==> src/rtl/y86_pkg.sv <==
// Shared Y86-64 definitions: instruction codes, status codes and the D pipeline register bundle.
package y86_pkg;

   localparam int unsigned XLEN = 64;

   localparam logic [3:0] I_HALT   = 4'h0;
   localparam logic [3:0] I_NOP    = 4'h1;
   localparam logic [3:0] I_RRMOVQ = 4'h2;
   localparam logic [3:0] I_IRMOVQ = 4'h3;
   localparam logic [3:0] I_RMMOVQ = 4'h4;
   localparam logic [3:0] I_MRMOVQ = 4'h5;
   localparam logic [3:0] I_OPQ    = 4'h6;
   localparam logic [3:0] I_JXX    = 4'h7;
   localparam logic [3:0] I_CALL   = 4'h8;
   localparam logic [3:0] I_RET    = 4'h9;
   localparam logic [3:0] I_PUSHQ  = 4'hA;
   localparam logic [3:0] I_POPQ   = 4'hB;

   localparam logic [3:0] RNONE = 4'hF;

   localparam logic [2:0] STAT_AOK = 3'd1;
   localparam logic [2:0] STAT_HLT = 3'd2;
   localparam logic [2:0] STAT_ADR = 3'd3;
   localparam logic [2:0] STAT_INS = 3'd4;

   typedef struct packed {
      logic [2:0]      stat;
      logic [3:0]      icode;
      logic [3:0]      ifun;
      logic [3:0]      ra;
      logic [3:0]      rb;
      logic [XLEN-1:0] valc;
      logic [XLEN-1:0] valp;
   } d_reg_t;

   localparam d_reg_t D_BUBBLE = '{
      stat:  STAT_AOK,
      icode: I_NOP,
      ifun:  4'h0,
      ra:    RNONE,
      rb:    RNONE,
      valc:  64'd0,
      valp:  64'd0
   };

   // Memory fault outranks an illegal opcode, which outranks halt.
   function automatic logic [2:0] fetch_stat(input logic       mem_err,
                                             input logic       valid,
                                             input logic [3:0] icode);
      logic [2:0] stat;
      if (mem_err) begin
         stat = STAT_ADR;
      end else if (!valid) begin
         stat = STAT_INS;
      end else if (icode == I_HALT) begin
         stat = STAT_HLT;
      end else begin
         stat = STAT_AOK;
      end
      return stat;
   endfunction

endpackage

==> src/rtl/fetch_stage_if.sv <==
// Instruction memory port: fetch address out, 10-byte window and fault flag back.
interface fetch_stage_if #(
   parameter int unsigned ADDR_W = 64
);
   logic [ADDR_W-1:0] imem_addr;
   logic [79:0]       imem_data;
   logic              imem_error;

   modport master (output imem_addr, input imem_data, input imem_error);
   modport slave  (input imem_addr, output imem_data, output imem_error);
endinterface

==> src/rtl/fetch_stage_instr_split.sv <==
// Combinational splitter of a 10-byte instruction window into Y86-64 fields.
module instr_split
   import y86_pkg::*;
(
   input  logic [79:0] byte_stream_i,
   output logic [3:0]  icode_o,
   output logic [3:0]  ifun_o,
   output logic [3:0]  ra_o,
   output logic [3:0]  rb_o,
   output logic [63:0] valc_o,
   output logic        need_regids_o,
   output logic        need_valc_o,
   output logic        instr_valid_o
);

   assign icode_o = byte_stream_i[7:4];
   assign ifun_o  = byte_stream_i[3:0];

   // Per-opcode format: legal range, register byte present, constant present.
   always_comb begin
      instr_valid_o = 1'b1;
      need_regids_o = 1'b0;
      need_valc_o   = 1'b0;
      case (icode_o)
         I_HALT, I_NOP, I_RET: begin
            need_regids_o = 1'b0;
            need_valc_o   = 1'b0;
         end
         I_RRMOVQ, I_OPQ, I_PUSHQ, I_POPQ: begin
            need_regids_o = 1'b1;
            need_valc_o   = 1'b0;
         end
         I_IRMOVQ, I_RMMOVQ, I_MRMOVQ: begin
            need_regids_o = 1'b1;
            need_valc_o   = 1'b1;
         end
         I_JXX, I_CALL: begin
            need_regids_o = 1'b0;
            need_valc_o   = 1'b1;
         end
         default: begin
            instr_valid_o = 1'b0;
            need_regids_o = 1'b0;
            need_valc_o   = 1'b0;
         end
      endcase
   end

   // The constant starts right after the register byte when one is present.
   always_comb begin
      ra_o   = RNONE;
      rb_o   = RNONE;
      valc_o = 64'd0;
      if (need_regids_o) begin
         ra_o = byte_stream_i[15:12];
         rb_o = byte_stream_i[11:8];
      end else begin
         ra_o = RNONE;
         rb_o = RNONE;
      end
      if (need_valc_o && need_regids_o) begin
         valc_o = byte_stream_i[79:16];
      end else if (need_valc_o) begin
         valc_o = byte_stream_i[71:8];
      end else begin
         valc_o = 64'd0;
      end
   end

endmodule

==> src/rtl/fetch_stage.sv <==
// Y86-64 fetch stage: PC select, decode, next-PC prediction, F and D pipeline registers.
module fetch_stage
   import y86_pkg::*;
#(
   parameter int unsigned ADDR_W = 64
)(
   input  logic              clk,
   input  logic              rst,
   input  logic              F_stall,
   input  logic              D_stall,
   input  logic              D_bubble,
   input  logic [3:0]        M_icode,
   input  logic              M_cnd,
   input  logic [ADDR_W-1:0] M_valA,
   input  logic [3:0]        W_icode,
   input  logic [ADDR_W-1:0] W_valM,
   fetch_stage_if.master     imem,
   output logic [2:0]        D_stat,
   output logic [3:0]        D_icode,
   output logic [3:0]        D_ifun,
   output logic [3:0]        D_rA,
   output logic [3:0]        D_rB,
   output logic [ADDR_W-1:0] D_valC,
   output logic [ADDR_W-1:0] D_valP,
   output logic [ADDR_W-1:0] f_predPC
);

   logic [ADDR_W-1:0] f_pred_q, f_pred_d;
   d_reg_t            d_q, d_d;
   logic [ADDR_W-1:0] f_pc_s;
   logic [ADDR_W-1:0] f_valp_s;
   logic [79:0]       split_in_s;
   logic [3:0]        f_icode_s, f_ifun_s, f_ra_s, f_rb_s;
   logic [63:0]       f_valc_s;
   logic              need_regids_s, need_valc_s, instr_valid_s;

   // Late-resolved control flow overrides the prediction; a mispredict in M outranks ret in W.
   always_comb begin
      f_pc_s = f_pred_q;
      if ((M_icode == I_JXX) && !M_cnd) begin
         f_pc_s = M_valA;
      end else if (W_icode == I_RET) begin
         f_pc_s = W_valM;
      end else begin
         f_pc_s = f_pred_q;
      end
   end

   assign imem.imem_addr = f_pc_s;

   // A faulting fetch is decoded as a nop so no register or constant bytes are consumed.
   assign split_in_s = {imem.imem_data[79:8],
                        imem.imem_error ? {I_NOP, 4'h0} : imem.imem_data[7:0]};

   instr_split u_split (
      .byte_stream_i (split_in_s),
      .icode_o       (f_icode_s),
      .ifun_o        (f_ifun_s),
      .ra_o          (f_ra_s),
      .rb_o          (f_rb_s),
      .valc_o        (f_valc_s),
      .need_regids_o (need_regids_s),
      .need_valc_o   (need_valc_s),
      .instr_valid_o (instr_valid_s)
   );

   assign f_valp_s = f_pc_s + 64'd1 + {63'd0, need_regids_s} + (need_valc_s ? 64'd8 : 64'd0);

   // Next-PC prediction and D-register next state.
   always_comb begin
      f_pred_d = f_valp_s;
      d_d      = d_q;
      if ((f_icode_s == I_JXX) || (f_icode_s == I_CALL)) begin
         f_pred_d = f_valc_s;
      end else begin
         f_pred_d = f_valp_s;
      end
      if (D_stall) begin
         d_d = d_q;
      end else if (D_bubble) begin
         d_d = D_BUBBLE;
      end else begin
         d_d.stat  = fetch_stat(imem.imem_error, instr_valid_s, f_icode_s);
         d_d.icode = f_icode_s;
         d_d.ifun  = f_ifun_s;
         d_d.ra    = f_ra_s;
         d_d.rb    = f_rb_s;
         d_d.valc  = f_valc_s;
         d_d.valp  = f_valp_s;
      end
   end

   // F and D pipeline registers.
   always_ff @(posedge clk) begin
      if (rst) begin
         f_pred_q <= 64'd0;
         d_q      <= D_BUBBLE;
      end else begin
         if (!F_stall) begin
            f_pred_q <= f_pred_d;
         end else begin
            f_pred_q <= f_pred_q;
         end
         d_q <= d_d;
      end
   end

   assign D_stat   = d_q.stat;
   assign D_icode  = d_q.icode;
   assign D_ifun   = d_q.ifun;
   assign D_rA     = d_q.ra;
   assign D_rB     = d_q.rb;
   assign D_valC   = d_q.valc;
   assign D_valP   = d_q.valp;
   assign f_predPC = f_pred_q;

endmodule
==> src/flat_wrapper.sv <==
// flat-port wrapper written by rule: the top's interface ports become plain ports
module fetch_stage_flat import y86_pkg::*;
#(
   parameter int unsigned ADDR_W = 64
)
  (clk, rst, F_stall, D_stall, D_bubble, M_icode, M_cnd, M_valA, W_icode, W_valM, D_stat, D_icode, D_ifun, D_rA, D_rB, D_valC, D_valP, f_predPC, imem_imem_addr, imem_imem_data, imem_imem_error);
  fetch_stage_if #(.ADDR_W(ADDR_W)) imem_i ();
  input  logic clk;
  input  logic rst;
  input  logic F_stall;
  input  logic D_stall;
  input  logic D_bubble;
  input  logic [3:0] M_icode;
  input  logic M_cnd;
  input  logic [ADDR_W-1:0] M_valA;
  input  logic [3:0] W_icode;
  input  logic [ADDR_W-1:0] W_valM;
  output logic [2:0] D_stat;
  output logic [3:0] D_icode;
  output logic [3:0] D_ifun;
  output logic [3:0] D_rA;
  output logic [3:0] D_rB;
  output logic [ADDR_W-1:0] D_valC;
  output logic [ADDR_W-1:0] D_valP;
  output logic [ADDR_W-1:0] f_predPC;
  output wire logic [$bits(imem_i.imem_addr)-1:0] imem_imem_addr;
  input wire logic [$bits(imem_i.imem_data)-1:0] imem_imem_data;
  input wire logic [$bits(imem_i.imem_error)-1:0] imem_imem_error;
  assign imem_imem_addr = imem_i.imem_addr;
  assign imem_i.imem_data = imem_imem_data;
  assign imem_i.imem_error = imem_imem_error;
  fetch_stage #(.ADDR_W(ADDR_W)) u_core (.clk(clk), .rst(rst), .F_stall(F_stall), .D_stall(D_stall), .D_bubble(D_bubble), .M_icode(M_icode), .M_cnd(M_cnd), .M_valA(M_valA), .W_icode(W_icode), .W_valM(W_valM), .imem(imem_i), .D_stat(D_stat), .D_icode(D_icode), .D_ifun(D_ifun), .D_rA(D_rA), .D_rB(D_rB), .D_valC(D_valC), .D_valP(D_valP), .f_predPC(f_predPC));
endmodule
==> config.mk <==
export PLATFORM = sky130hd
export DESIGN_NAME = fetch_stage_flat
export DESIGN_NICKNAME = d
export VERILOG_FILES = /design/src/rtl/y86_pkg.sv /design/src/rtl/fetch_stage_if.sv /design/src/rtl/fetch_stage_instr_split.sv /design/src/rtl/fetch_stage.sv /design/src/flat_wrapper.sv
export SDC_FILE = /design/constraint.sdc
export NUM_CORES = 1
export LEC_CHECK = 0
export CAP_MARGIN = 20
export CORE_AREA = 4 4 190 192
export DETAILED_ROUTE_END_ITERATION = 10
export DIE_AREA = 0 0 194 196
export PLACE_DENSITY = 0.68
export SYNTH_ARGS = -nofsm -noshare
export SYNTH_HDL_FRONTEND = slang
export SYNTH_SLANG_ARGS = --single-unit
==> constraint.sdc <==
create_clock -name clk -period 9.4 [get_ports clk]
set_input_delay 0.94 -clock clk [delete_from_list [all_inputs] [get_ports clk]]
set_output_delay 0.94 -clock clk [all_outputs]
set_load 0.03 [all_outputs]
# After elaboration in Yosys (flattened, before gate mapping)
# Index checks and enable logic that the tools add are counted.
# Widths: inputs -> output; s select.
[totals] register_bits=211 output_inout_bits=275
[classes] add_sub_neg=3 reduce_logical=8 n_eq_ne=13 muxes=16
[ops] cell="$mux 64" count=5
[ops] cell="$mux 147" count=1
[ops] cell="$add 64x1->64" count=1
[ops] cell="$add 64x1->64 const B" count=1
[ops] cell="$add 64x64->64" count=1
[ops] cell="$eq 4x3->1 const B" count=5
[ops] cell="$eq 4x4->1 const B" count=5
[ops] cell="$mux 4" count=3
[ops] cell="$reduce_or 12->1" count=1
[ops] cell="$eq 4x2->1 const B" count=2
[ops] cell="$mux 8" count=1
[ops] cell="$reduce_or 7->1" count=1
[ops] cell="$mux 3" count=2
[ops] cell="$reduce_or 5->1" count=1
[ops] cell="$eq 4x1->1 const B" count=1
[ops] cell="$logic_not 4->1" count=1
[ops] cell="$mux 1" count=3
[ops] cell="$logic_and 1x1->1" count=2
[ops] cell="$mux 2" count=1
[ops] cell="$logic_not 1->1" count=1
[ops] cell="$logic_or 1x1->1" count=1

# Logic depth before layout (Yosys ltp)
# Gate-level depths: netlist (run 1).
[logic_depth] word_depth=7 ltp_mapped=22

# By module
# Synthesis (run 1) repeated with hierarchy kept, for this count alone.
[hier_totals] hier_cells=1798 hier_area_um2=13475.4
[by_module_without_submodules] module="fetch_stage" instances=1 cells_each=1543 area_per_inst_um2=11538.6 seq_area_each_um2=4224.1
[by_module_without_submodules] module="instr_split" instances=1 cells_each=255 area_per_inst_um2=1936.9 seq_area_each_um2=0.0

# Least setup slack after synthesis (run 1)
# Ideal clock, no wire load.
[synth_path] path_type="input port to flip-flop" from="input port M_icode[3]" to="register u_core.f_pred_q[49] (netlist: u_core.f_predPC[49])" t_arrival_ns=5.309 slack_ns=3.969 setup_time_ns=0.122 path_stages=19 path_cell_list="nand4b_4 -> or2_1 -> buf_6 -> buf_6 -> buf_2 -> buf_2 -> buf_1 -> buf_1 -> nor2_1 -> a31oi_1 -> ha_1 -> inv_1 -> o41ai_2 -> o2111a_2 -> nand4_4 -> or4_4 -> nor2_2 -> xnor2_1 -> a221o_1"
[synth_between] elab_chain_len=7
[synth_lines] element="from (decl)" line_no="flat_wrapper.sv:13" text="input logic [3:0] M_icode;"
[synth_lines] element="$eq 4x3->1" line_no="fetch_stage.sv:40" text="if ((M_icode == I_JXX) && !M_cnd) begin"
[synth_lines] element="$logic_and 1x1->1" line_no="fetch_stage.sv:40"
[synth_lines] element="$mux 64" line_no="fetch_stage.sv:40"
[synth_lines] element="via imem_imem_addr[3]" line_no="flat_wrapper.sv:26" text="output wire logic [$bits(imem_i.imem_addr)-1:0] imem_imem_addr;"
[synth_lines] element="$add 64x1->64 (2 in series)" line_no="fetch_stage.sv:67" text="assign f_valp_s = f_pc_s + 64'd1 + {63'd0, need_regids_s} + (need_valc_s ? 64'd8 : 64'd0);"
[synth_lines] element="$add 64x64->64" line_no="fetch_stage.sv:67"
[synth_lines] element="$mux 64" line_no="fetch_stage.sv:73" text="if ((f_icode_s == I_JXX) || (f_icode_s == I_CALL)) begin"
[synth_lines] element="to (signal assigned)" line_no="fetch_stage.sv:100" text="f_pred_q <= f_pred_d;"
[synth_lines] element="to (signal assigned)" line_no="fetch_stage.sv:102" text="f_pred_q <= f_pred_q;"
[synth_lines] element="to (decl)" line_no="fetch_stage.sv:28" text="logic [ADDR_W-1:0] f_pred_q, f_pred_d;"
# The timed path passes the listed nets, and every way through them passes these cells.
# A chain may end at the register's enable or synchronous reset.

# Worst setup path in the final report (run 1)
[layout_path] from="input port imem_imem_data[6]" to="register u_core.f_pred_q[52] (netlist: u_core.f_predPC[52])"
[layout_between] elab_chain_len=7 word_cells_on_any_way=22
[layout_lines] element="from (decl)" line_no="flat_wrapper.sv:27" text="input wire logic [$bits(imem_i.imem_data)-1:0] imem_imem_data;"
[layout_lines] element="$mux 8 (*)" line_no="fetch_stage.sv:53" text="imem.imem_error ? {I_NOP, 4'h0} : imem.imem_data[7:0]};"
[layout_lines] element="$eq 4x2->1 (tied with other cells)" line_no="fetch_stage_instr_split.sv:24" text="case (icode_o)"
[layout_lines] element="$reduce_or 7->1 (no line) / $reduce_or 5->1 (equally long branches)"
[layout_lines] element="$mux 1" line_no="fetch_stage_instr_split.sv:24"
[layout_lines] element="$add 64x1->64 (tied with other cells)" line_no="fetch_stage.sv:67"
[layout_lines] element="$add 64x64->64 / $mux 64 (equally long branches)" line_no="fetch_stage.sv:67, fetch_stage_instr_split.sv:61"
[layout_lines] element="$mux 64 (*)" line_no="fetch_stage.sv:73"
# Every way passes the cells marked *; elsewhere a longest branch is shown, timed or not.

==> flow_metrics.py, run 1 <==
metrics = {
    "run_status": {
        "status": "completed",
    },
    "grt": {
        "grt_overflow": 0,
        "grt_pass1_vias": 14116,
        "grt_max_degree": 93,
        "track_usage_pct": 31.9,
        "grt_pass1_wl_mm": 94.8,
        "antenna_found_initial": 8,
    },
    "worst_setup_path": {
        "r2r-end": "u_core.f_predPC[52]",
        "cp-endpoint": "u_core.f_predPC[52]",
        "cp_cell_sequence": "clkdlybuf4s50_1, nor2_1, a211oi_4, buf_4, inv_2, ha_1, inv_1, ha_1, nand3_1, o31ai_1, a41oi_1, a211oi_4, nand4_2, nor3_1, nand3_1, xor2_1, o22ai_1",
        "path_buf_inv": 4,
        "worstReg2RegStart": "u_core.f_predPC[0]",
        "critPathLaunchType": "primary input",
        "ff2ff_setup_slack_ps": 5430,
        "critPathKind": "primary input to register",
        "worst-path-stages": 17,
        "crit_fanout": 65,
        "reg2regPathDepth": 15,
        "required_ps": 9770,
        "worstSetupEndpointType": "register",
        "crit_path_start": "imem_imem_data[6]",
        "crit_arrival_ps": 6580,
        "max_stage_delay_ps": 690,
        "critPathTopFamily": "buffers and inverters",
        "crit_slowest_cell": "clkdlybuf4s50_1",
    },
    "clock_tree": {
        "cts_root_buffer": "clkbuf_16",
        "clk_pin_slew_ps": 60,
        "post_cts_resized": 0,
        "worstSkewPairLatency_ps": 520,
        "postCtsSetupRepairBufs": 0,
        "numCtsBuffers": 23,
        "clockBufferDepth": 3,
        "clock_sinks": 211,
        "htree_levels": 1,
        "cts_tree": "built",
        "hold_buffers": 0,
    },
    "logic_synthesis": {
        "synth_edf_count": 0,
        "yosysUniqueCellTypes": 77,
        "synth_top_area_share_pct": 34.9,
        "yosysTopAreaCell": "dfxtp_1",
        "syn_nets": 1906,
        "netlist_instances": 1680,
        "async_reset_ff_share_pct": 0,
        "synthFlopType": "dfxtp_1",
        "yosysSeqAreaShare_pct": 34.9,
        "synth_area_sq_um": 12100,
        "syn_area_per_cell_sq_um": 7.21,
        "synth_warnings": 0,
        "synthTopCellsByArea": "dfxtp_1 35%, nand2_1 12%, nor2_1 7.7%",
        "synth-seq-cells": 211,
    },
    "timing": {
        "fin_crit_ps": 6210,
        "worst_slew_margin_rel_pct": 27.0,
        "setup_viol": 0,
        "tns_ps": 0,
        "fmax_mhz": 161,
        "rsz0062_at_grt": "false",
        "slew_viol_final": 0,
        "hold_violations": 0,
        "layout_setup_ws_ps": 3190,
        "holdWs_ps": 452,
        "fin_skew_ps": 11.2,
        "fin_crit_sh_pct": 66.1,
        "worst_pin_slew_ps": 1100,
    },
    "floorplanning": {
        "die_width_um": 194,
        "core_area_sq_um": 34400,
        "ios": 498,
        "fp.dieH_um": 196,
        "die-area_sq_um": 38000,
        "start_util_pct": 35.2,
        "rows": 68,
    },
    "power": {
        "power_frac_seq_pct": 39.0,
        "clkPwrFrac_pct": 38.8,
        "p_total_mw": 2.41,
        "p_switching_mw": 0.735,
        "ir_worst_vdd_mv": 0.102,
        "powerDensity_nw_per_um2": 134,
        "intPower_mw": 1.68,
        "p_leak_nw": 6.57,
        "power_frac_comb_pct": 22.2,
        "switching_share_pct": 30.5,
    },
    "final_layout": {
        "nets": 2310,
        "syn_to_final_growth_pct": 49.0,
        "drive_gt1_share_pct": 5.15,
        "final_area_sq_um": 18000,
        "n_fill_cell": 3370,
        "final_common_cell": "clkdlybuf4s50_1",
        "layout.cells.most_common_list": "493 x clkdlybuf4s50_1, 383 x nand2_1, 246 x nor2_1, 211 x dfxtp_1, 139 x a21oi_1",
    },
    "place": {
        "place_area_sq_um": 17300,
        "portBuffers": 497,
        "place_hpwl_mm": 48.8,
        "gp_congestion": 0.961,
        "place_worst_setup_slack_ps": 2890,
    },
    "job": {
        "max_cap_violations": 0,
    },
    "min_path": {
        "worstHoldStart": "u_core.D_valP[63]",
        "hp-class": "register to register",
    },
    "route": {
        "wl_mm": 64.9,
        "wl_per_cell_um": 25.4,
        "vias": 14613,
        "antenna_left": 0,
        "dr.first_iter.drc_count": 1373,
        "drc": 0,
        "via_per_inst": 5.71,
        "dr.pass1.iters": 5,
    },
}
[worst min path at each step]
stage	to	slack [ps]	cells past startpoint
CTS	u_core.D_valP[63]	450	2
global route	u_core.D_valP[42]	490	2
detailed placement	u_core.D_valP[30]	440	2
finish	u_core.D_valP[63]	450	2
floorplan	u_core.D_valP[58]	570	2
global placement	u_core.D_valP[63]	440	2
[metal layers]
metal	global-route usage (%)	routed length, um	vias up
li1	-	-	6683
met1	44.0	27800	6987
met2	50.2	28900	824
met3	6.92	6050	113
met4	9.51	2120	6
met5	0	45	-
[synth_stat cells, drive strengths merged, types with 20 or more instances]
| master | count |
|---|---|
| mux2i | 20 |
| a31oi | 46 |
| nor2 | 250 |
| xnor2 | 24 |
| xor2 | 35 |
| nand2 | 383 |
| clkbuf | 89 |
| nor3 | 56 |
| a22oi | 90 |
| a21oi | 141 |
| inv | 31 |
| o21ai | 26 |
| dfxtp | 211 |
| nand3 | 20 |
| a22o | 28 |
| buf | 46 |
| o32ai | 22 |
[final cells by class]
cell class                 count  area (sq um)  area share [%]
clock buffer                  31           626            3.47
timing repair buffer         514          5110            28.3
antenna                        5          12.5          0.0693
multi-input combinational   1303          7270            40.3
clock inverter                 8           118           0.652
tap                          455           569            3.15
inverter                      31           116           0.645
sequential                   211          4220            23.4
[registers in the layout, summed over array words and instances (netlist names)]
name,flops
u_core.D_icode,4
u_core.D_ifun,4
u_core.D_rA,4
u_core.D_rB,4
u_core.D_stat,3
u_core.D_valC,64
u_core.D_valP,64
u_core.f_predPC,64
[worst reg2reg max path, cell delays in order, from the launching register on]
cell and delay, ps:
dfxtp_1 410, nand2_1 70, a21oi_1 160, a21oi_1 90, ha_1 290, inv_1 110
ha_1 210, nand3_1 100, o31ai_1 210, a41oi_1 170, a211oi_4 490, nand4_2 430
nor3_1 620, nand3_1 180, xor2_1 200, o22ai_1 100
[power by group through the flow]
| stage | Combinational (mW) | Sequential (mW) | Clock, mW |
|---|---|---|---|
| 2_1_floorplan | 0.219 | 0.989 | 0 |
| 3_3_place_gp | 0.523 | 0.959 | 0 |
| 4_1_cts | 0.527 | 0.939 | 0.944 |
| 5_1_grt | 0.562 | 0.941 | 0.974 |
| 3_5_place_dp | 0.524 | 0.959 | 0 |
| 6_report | 0.535 | 0.940 | 0.936 |
[kinds of logic (layout without fill, tap and decap cells)]
family	Yosys count	after routing	synth area share, %
AND/OR/NAND/NOR	799	799	28.6
AO/OA/AOI/OAI	414	414	23.7
flip-flops	211	211	34.9
buffers and inverters	166	584	5.77
XOR/XNOR	59	59	4.27
multiplexers	28	28	2.40
adder cells (fa/ha/maj)	3	3	0.310
other	0	5	0
[through the flow]
stage / instances / util [%]
after floorplan: 1680 / -
after global placement: 2513 / 50.2
after detailed placement: 2513 / 50.2
after CTS: 2552 / 52.4
after global routing: 2558 / 52.5
final: 2558 / 52.5
Note: power is estimated with default switching activity, not from simulation.
==> inputs of run 2 (changes only) <==
--- a/config.mk
+++ b/config.mk
@@ -9,7 +9,7 @@
 export CORE_AREA = 4 4 190 192
 export DETAILED_ROUTE_END_ITERATION = 10
 export DIE_AREA = 0 0 194 196
-export PLACE_DENSITY = 0.68
+export PLACE_DENSITY = 0.7
 export SYNTH_ARGS = -nofsm -noshare
 export SYNTH_HDL_FRONTEND = slang
 export SYNTH_SLANG_ARGS = --single-unit
==> constraint.sdc (replaced) <==
create_clock -name clk -period 5.3 [get_ports clk]
set_input_delay 0.53 -clock clk [delete_from_list [all_inputs] [get_ports clk]]
set_output_delay 0.53 -clock clk [all_outputs]
set_load 0.03 [all_outputs]
==> flow_metrics.py, run 2 (synthesis results as in run 1) <==
metrics = {
    "grt": {
        "grt_overflow": 0,
        "grt_pass1_vias": 14180,
        "antenna_found_initial": 7,
        "track_usage_pct": 32.2,
        "grt_max_degree": 91,
        "grt_pass1_wl_mm": 94.8,
    },
    "worst_setup_path": {
        "critPathLaunchType": "primary input",
        "crit_arrival_ps": 4840,
        "critPathTopFamily": "simple AND/OR/NAND/NOR gates",
        "required_ps": 5700,
        "worstSetupEndpointType": "register",
        "critPathKind": "primary input to register",
        "crit_slowest_cell": "nor3_1",
        "max_stage_delay_ps": 630,
        "cp_cell_sequence": "clkdlybuf4s50_1, and4bb_4, nand2_1, a21oi_1, a21oi_1, ha_1, inv_1, ha_1, nand3_1, o31ai_1, a41oi_1, a211oi_4, nand4_2, nor3_1, nand2_1, xnor2_1, o21ai_0",
        "path_buf_inv": 2,
        "crit_fanout": 14,
    },
    "final_layout": {
        "n_fill_cell": 3326,
        "layout.cells.most_common_list": "493 x clkdlybuf4s50_1, 383 x nand2_1, 245 x nor2_1, 211 x dfxtp_1, 139 x a21oi_1",
        "syn_to_final_growth_pct": 50.3,
        "nets": 2316,
        "drive_gt1_share_pct": 5.79,
        "final_common_cell": "clkdlybuf4s50_1",
    },
    "route": {
        "dr.first_iter.drc_count": 1453,
        "antenna_left": 0,
        "highest_layer": "met5",
        "wl_mm": 65.2,
        "drc": 0,
        "wl_met3_mm": 6.86,
        "wl_met2_mm": 28.5,
        "via_per_inst": 5.75,
        "vias": 14759,
        "dr.pass1.iters": 6,
        "wl_met1_mm": 27.2,
        "wl_per_cell_um": 25.4,
    },
    "place": {
        "place_hpwl_mm": 50.2,
        "gp_congestion": 0.992,
        "portBuffers": 497,
    },
    "run_status": {
        "status": "completed",
    },
    "job": {
        "max_cap_violations": 0,
    },
    "power": {
        "powerDensity_nw_per_um2": 241,
        "p_leak_nw": 6.66,
        "p_total_mw": 4.39,
        "ir_worst_vdd_mv": 0.224,
    },
    "clock_tree": {
        "clk_pin_slew_ps": 60,
        "postCtsSetupRepairBufs": 0,
        "numCtsBuffers": 24,
        "worstSkewPairLatency_ps": 530,
        "hold_buffers": 0,
        "cts_root_buffer": "clkbuf_16",
        "post_cts_resized": 0,
        "clock_sinks": 211,
        "cts_tree": "built",
        "htree_levels": 1,
        "clockBufferDepth": 3,
    },
    "timing": {
        "slew_viol_final": 0,
        "worst_slew_margin_rel_pct": 34.7,
        "fmax_mhz": 225,
        "tns_ps": 0,
        "fin_skew_ps": 11.3,
        "rsz0062_at_grt": "false",
        "fin_crit_ps": 4440,
        "fin_crit_sh_pct": 83.8,
        "worst_pin_slew_ps": 979,
        "hold_violations": 0,
        "setup_viol": 0,
    },
    "floorplanning": {
        "core_area_sq_um": 34400,
        "ios": 498,
        "fp.dieH_um": 196,
        "die_width_um": 194,
        "start_util_pct": 35.2,
        "rows": 68,
        "die-area_sq_um": 38000,
    },
    "min_path": {
        "hp-class": "register to register",
    },
}
run 2: cell count changes in the layout (fill, tap and decap cells not counted), moves of 2 or more:
cell | before | now
clkbuf_8 | 2 | 7
buf_12 | 0 | 5
clkbuf_1 | 6 | 1
clkinv_2 | 4 | 7
diode_2 | 5 | 3
clkbuf_16 | 23 | 25
run 2: per-stage QoR:
| stage | instances | hold slack [ps] | setup slack, ps | util, % | instance area (sq um) |
|---|---|---|---|---|---|
| finish | 2565 | 461 | 856 | 53.0 | 18200 |
| global route | 2564 | 471 | 515 | 53.0 | 18200 |
| CTS | 2560 | 453 | 947 | 52.8 | 18200 |
| detailed placement | 2517 | 443 | 397 | 50.4 | 17300 |
| global placement | 2517 | 436 | 595 | 50.4 | 17300 |
| floorplan | 1680 | 570 | 279 | - | 12100 |
run 2: area by class of cell:
| type | count | area, sq um | share of cell area [%] |
|---|---|---|---|
| inverter | 31 | 116 | 0.639 |
| multi-input combinational | 1303 | 7270 | 39.9 |
| tap | 455 | 569 | 3.13 |
| clock buffer | 33 | 726 | 3.99 |
| sequential | 211 | 4220 | 23.2 |
| clock inverter | 10 | 104 | 0.570 |
| antenna | 3 | 7.51 | 0.0412 |
| timing repair buffer | 519 | 5190 | 28.5 |
run 2: worst min-delay path: stages, from the launching register on:
cell and delay [ps]:
dfxtp_1 310, nand2_1 50, o21ai_1 50
run 2: where the power goes:
| part | internal, mW | total [mW] | switching, mW |
|---|---|---|---|
| Combinational | 0.383 | 0.957 | 0.574 |
| Clock | 1.05 | 1.77 | 0.717 |
| Sequential | 1.62 | 1.67 | 0.0439 |
run 2: final timing paths:
path | from | endpoint | slack, ps | cells past startpoint
worst max-delay path | W_icode[0] | u_core.D_valP[54] | 860 | 17
worst min register to register | u_core.D_valP[61] | u_core.D_valP[61] | 460 | 2
worst max register to register | u_core.f_predPC[0] | u_core.D_valP[54] | 1410 | 15
worst min-delay path | u_core.D_valP[61] | u_core.D_valP[61] | 460 | 2
run 2: layer usage:
layer	GRT usage [%]	vias up
li1	-	6704
met1	43.0	7048
met3	9.60	120
met2	49.7	879
met5	0	-
met4	11.0	8
==> inputs of run 3 (changes only) <==
==> constraint.sdc (replaced) <==
create_clock -name clk -period 4.05 [get_ports clk]
set_input_delay 0.405 -clock clk [delete_from_list [all_inputs] [get_ports clk]]
set_output_delay 0.405 -clock clk [all_outputs]
set_load 0.03 [all_outputs]
==> flow_metrics.py, run 3 (synthesis results as in run 1) <==
metrics = {
    "clock_tree": {
        "worstSkewPairLatency_ps": 520,
        "clockBufferDepth": 3,
        "clock_sinks": 211,
        "htree_levels": 1,
        "cts_tree": "built",
        "post_cts_resized": 0,
        "postCtsSetupRepairBufs": 0,
        "cts_root_buffer": "clkbuf_16",
        "hold_buffers": 0,
        "clk_pin_slew_ps": 60,
        "numCtsBuffers": 24,
    },
    "route": {
        "dr.pass1.iters": 8,
        "via_per_inst": 5.71,
        "dr.first_iter.drc_count": 1394,
        "wl_per_cell_um": 25.1,
        "drc": 0,
        "wl_mm": 65.7,
        "antenna_left": 0,
        "vias": 14921,
    },
    "timing": {
        "slew_viol_final": 0,
        "layout_setup_ws_ps": 359,
        "hold_violations": 0,
        "rsz0062_at_grt": "false",
        "worst_pin_slew_ps": 928,
        "fin_skew_ps": 6.44,
        "setup_viol": 0,
        "fin_crit_sh_pct": 91.1,
        "fmax_mhz": 271,
        "fin_crit_ps": 3690,
        "worst_slew_margin_rel_pct": 37.7,
    },
    "power": {
        "power_frac_comb_pct": 23.1,
        "ir_worst_vdd_mv": 0.237,
        "clkPwrFrac_pct": 38.1,
        "powerDensity_nw_per_um2": 301,
        "p_leak_nw": 6.92,
        "p_switching_mw": 1.72,
        "intPower_mw": 3.90,
        "switching_share_pct": 30.6,
        "power_frac_seq_pct": 38.9,
    },
    "worst_setup_path": {
        "worstSetupEndpointType": "register",
        "required_ps": 4470,
        "critPathKind": "primary input to register",
        "cp_cell_sequence": "clkdlybuf4s50_1, and4bb_4, nand2_1, a21oi_1, a21oi_1, ha_1, inv_1, ha_2, nand3_1, o31ai_2, a41oi_2, a211oi_4, nand4_4, nor4_4, and3_1, nor3_1, o32ai_1",
        "cpMostUsedCell": "a21oi_1",
        "critPathLaunchType": "primary input",
        "crit_arrival_ps": 4110,
        "max_stage_delay_ps": 410,
        "crit_slowest_cell": "clkdlybuf4s50_1",
        "crit_fanout": 9,
    },
    "grt": {
        "grt_pass1_vias": 14554,
        "grt_pass1_wl_mm": 95.7,
        "grt_max_degree": 139,
        "use_met3_pct": 9.31,
        "grt_overflow": 0,
        "antenna_found_initial": 6,
        "use_met1_pct": 43.1,
        "track_usage_pct": 32.5,
        "grt_busiest_layer": "met2",
        "met2_usage_pct": 50.3,
    },
    "final_layout": {
        "nets": 2369,
        "n_fill_cell": 3268,
        "drive_gt1_share_pct": 8.49,
        "layout.cells.most_common_list": "487 x clkdlybuf4s50_1, 383 x nand2_1, 245 x nor2_1, 211 x dfxtp_1, 139 x a21oi_1",
        "final_common_cell": "clkdlybuf4s50_1",
        "multi_input_area_sq_um": 7350,
        "final_core_util_pct": 54.3,
        "seq_area_sq_um": 4220,
        "syn_to_final_growth_pct": 54.2,
    },
    "floorplanning": {
        "die-area_sq_um": 38000,
        "core_area_sq_um": 34400,
        "ios": 498,
        "rows": 68,
        "fp.dieH_um": 196,
        "die_width_um": 194,
        "start_util_pct": 35.2,
    },
    "place": {
        "place_hpwl_mm": 51.1,
        "place_worst_setup_slack_ps": -110,
        "gp_congestion": 0.975,
        "portBuffers": 497,
    },
    "job": {
        "max_cap_violations": 0,
    },
    "min_path": {
        "hp-class": "primary input to register",
    },
    "run_status": {
        "status": "completed",
    },
}
-- run 3: changes by cell type in the layout (fill, tap and decap cells not counted), sizes merged --
cell / delta
buf: +59
clkdlybuf4s50: -6
clkinv: -3
bufinv: -2
clkbuf: +1
diode: +1
inv: -1
-- run 3: metal layers --
metal	part of all wire, %	vias up
li1	-	6801
met1	41	7081
met2	44	895
met3	11	140
met4	4.4	4
met5	0.033	-
-- run 3: cell type report --
type	instances	share of cell area (%)
flip-flops and latches	211	22.6
repair buffers	572	30.3
inverters	31	0.623
well taps	455	3.05
diodes	4	0.0536
multi-input cells	1303	39.3
clock inverters	4	0.127
clock buffers	34	3.91
-- run 3: through the flow --
step	total power, mW	cell area (sq um)	cells	hold WS, ps	setup TNS (ps)
final	5.62	18700	2614	262	0
after global placement	3.50	17900	2572	434	-35.4
after floorplan	2.81	12300	1680	545	0
after CTS	5.63	18700	2610	252	0
after detailed placement	3.50	17900	2572	432	-1010
after global routing	5.79	18700	2614	255	0
-- run 3: worst max-delay path: cells and delay by family --
kind | cells | cell delay (ps)
compound gates | 6 | 1270
fa+ha+maj | 2 | 490
simple gates | 7 | 1460
buf+inv | 2 | 500
-- run 3: power by group through the flow --
stage	registers, mW	clock network, mW	logic, mW
6_report	2.18	2.14	1.30
3_3_place_gp	2.22	0	1.28
5_1_grt	2.18	2.24	1.36
2_1_floorplan	2.30	0	0.519
4_1_cts	2.18	2.16	1.28
3_5_place_dp	2.22	0	1.28
-- run 3: final timing paths --
kind	startpoint	to	slack, ps	cells past startpoint
setup reg to reg	u_core.f_predPC[0]	u_core.f_predPC[58]	590	15
hold reg to reg	u_core.D_valP[63]	u_core.D_valP[63]	440	2
setup / recovery	W_icode[2]	u_core.f_predPC[58]	360	17
hold / removal	rst	u_core.D_valC[47]	260	2
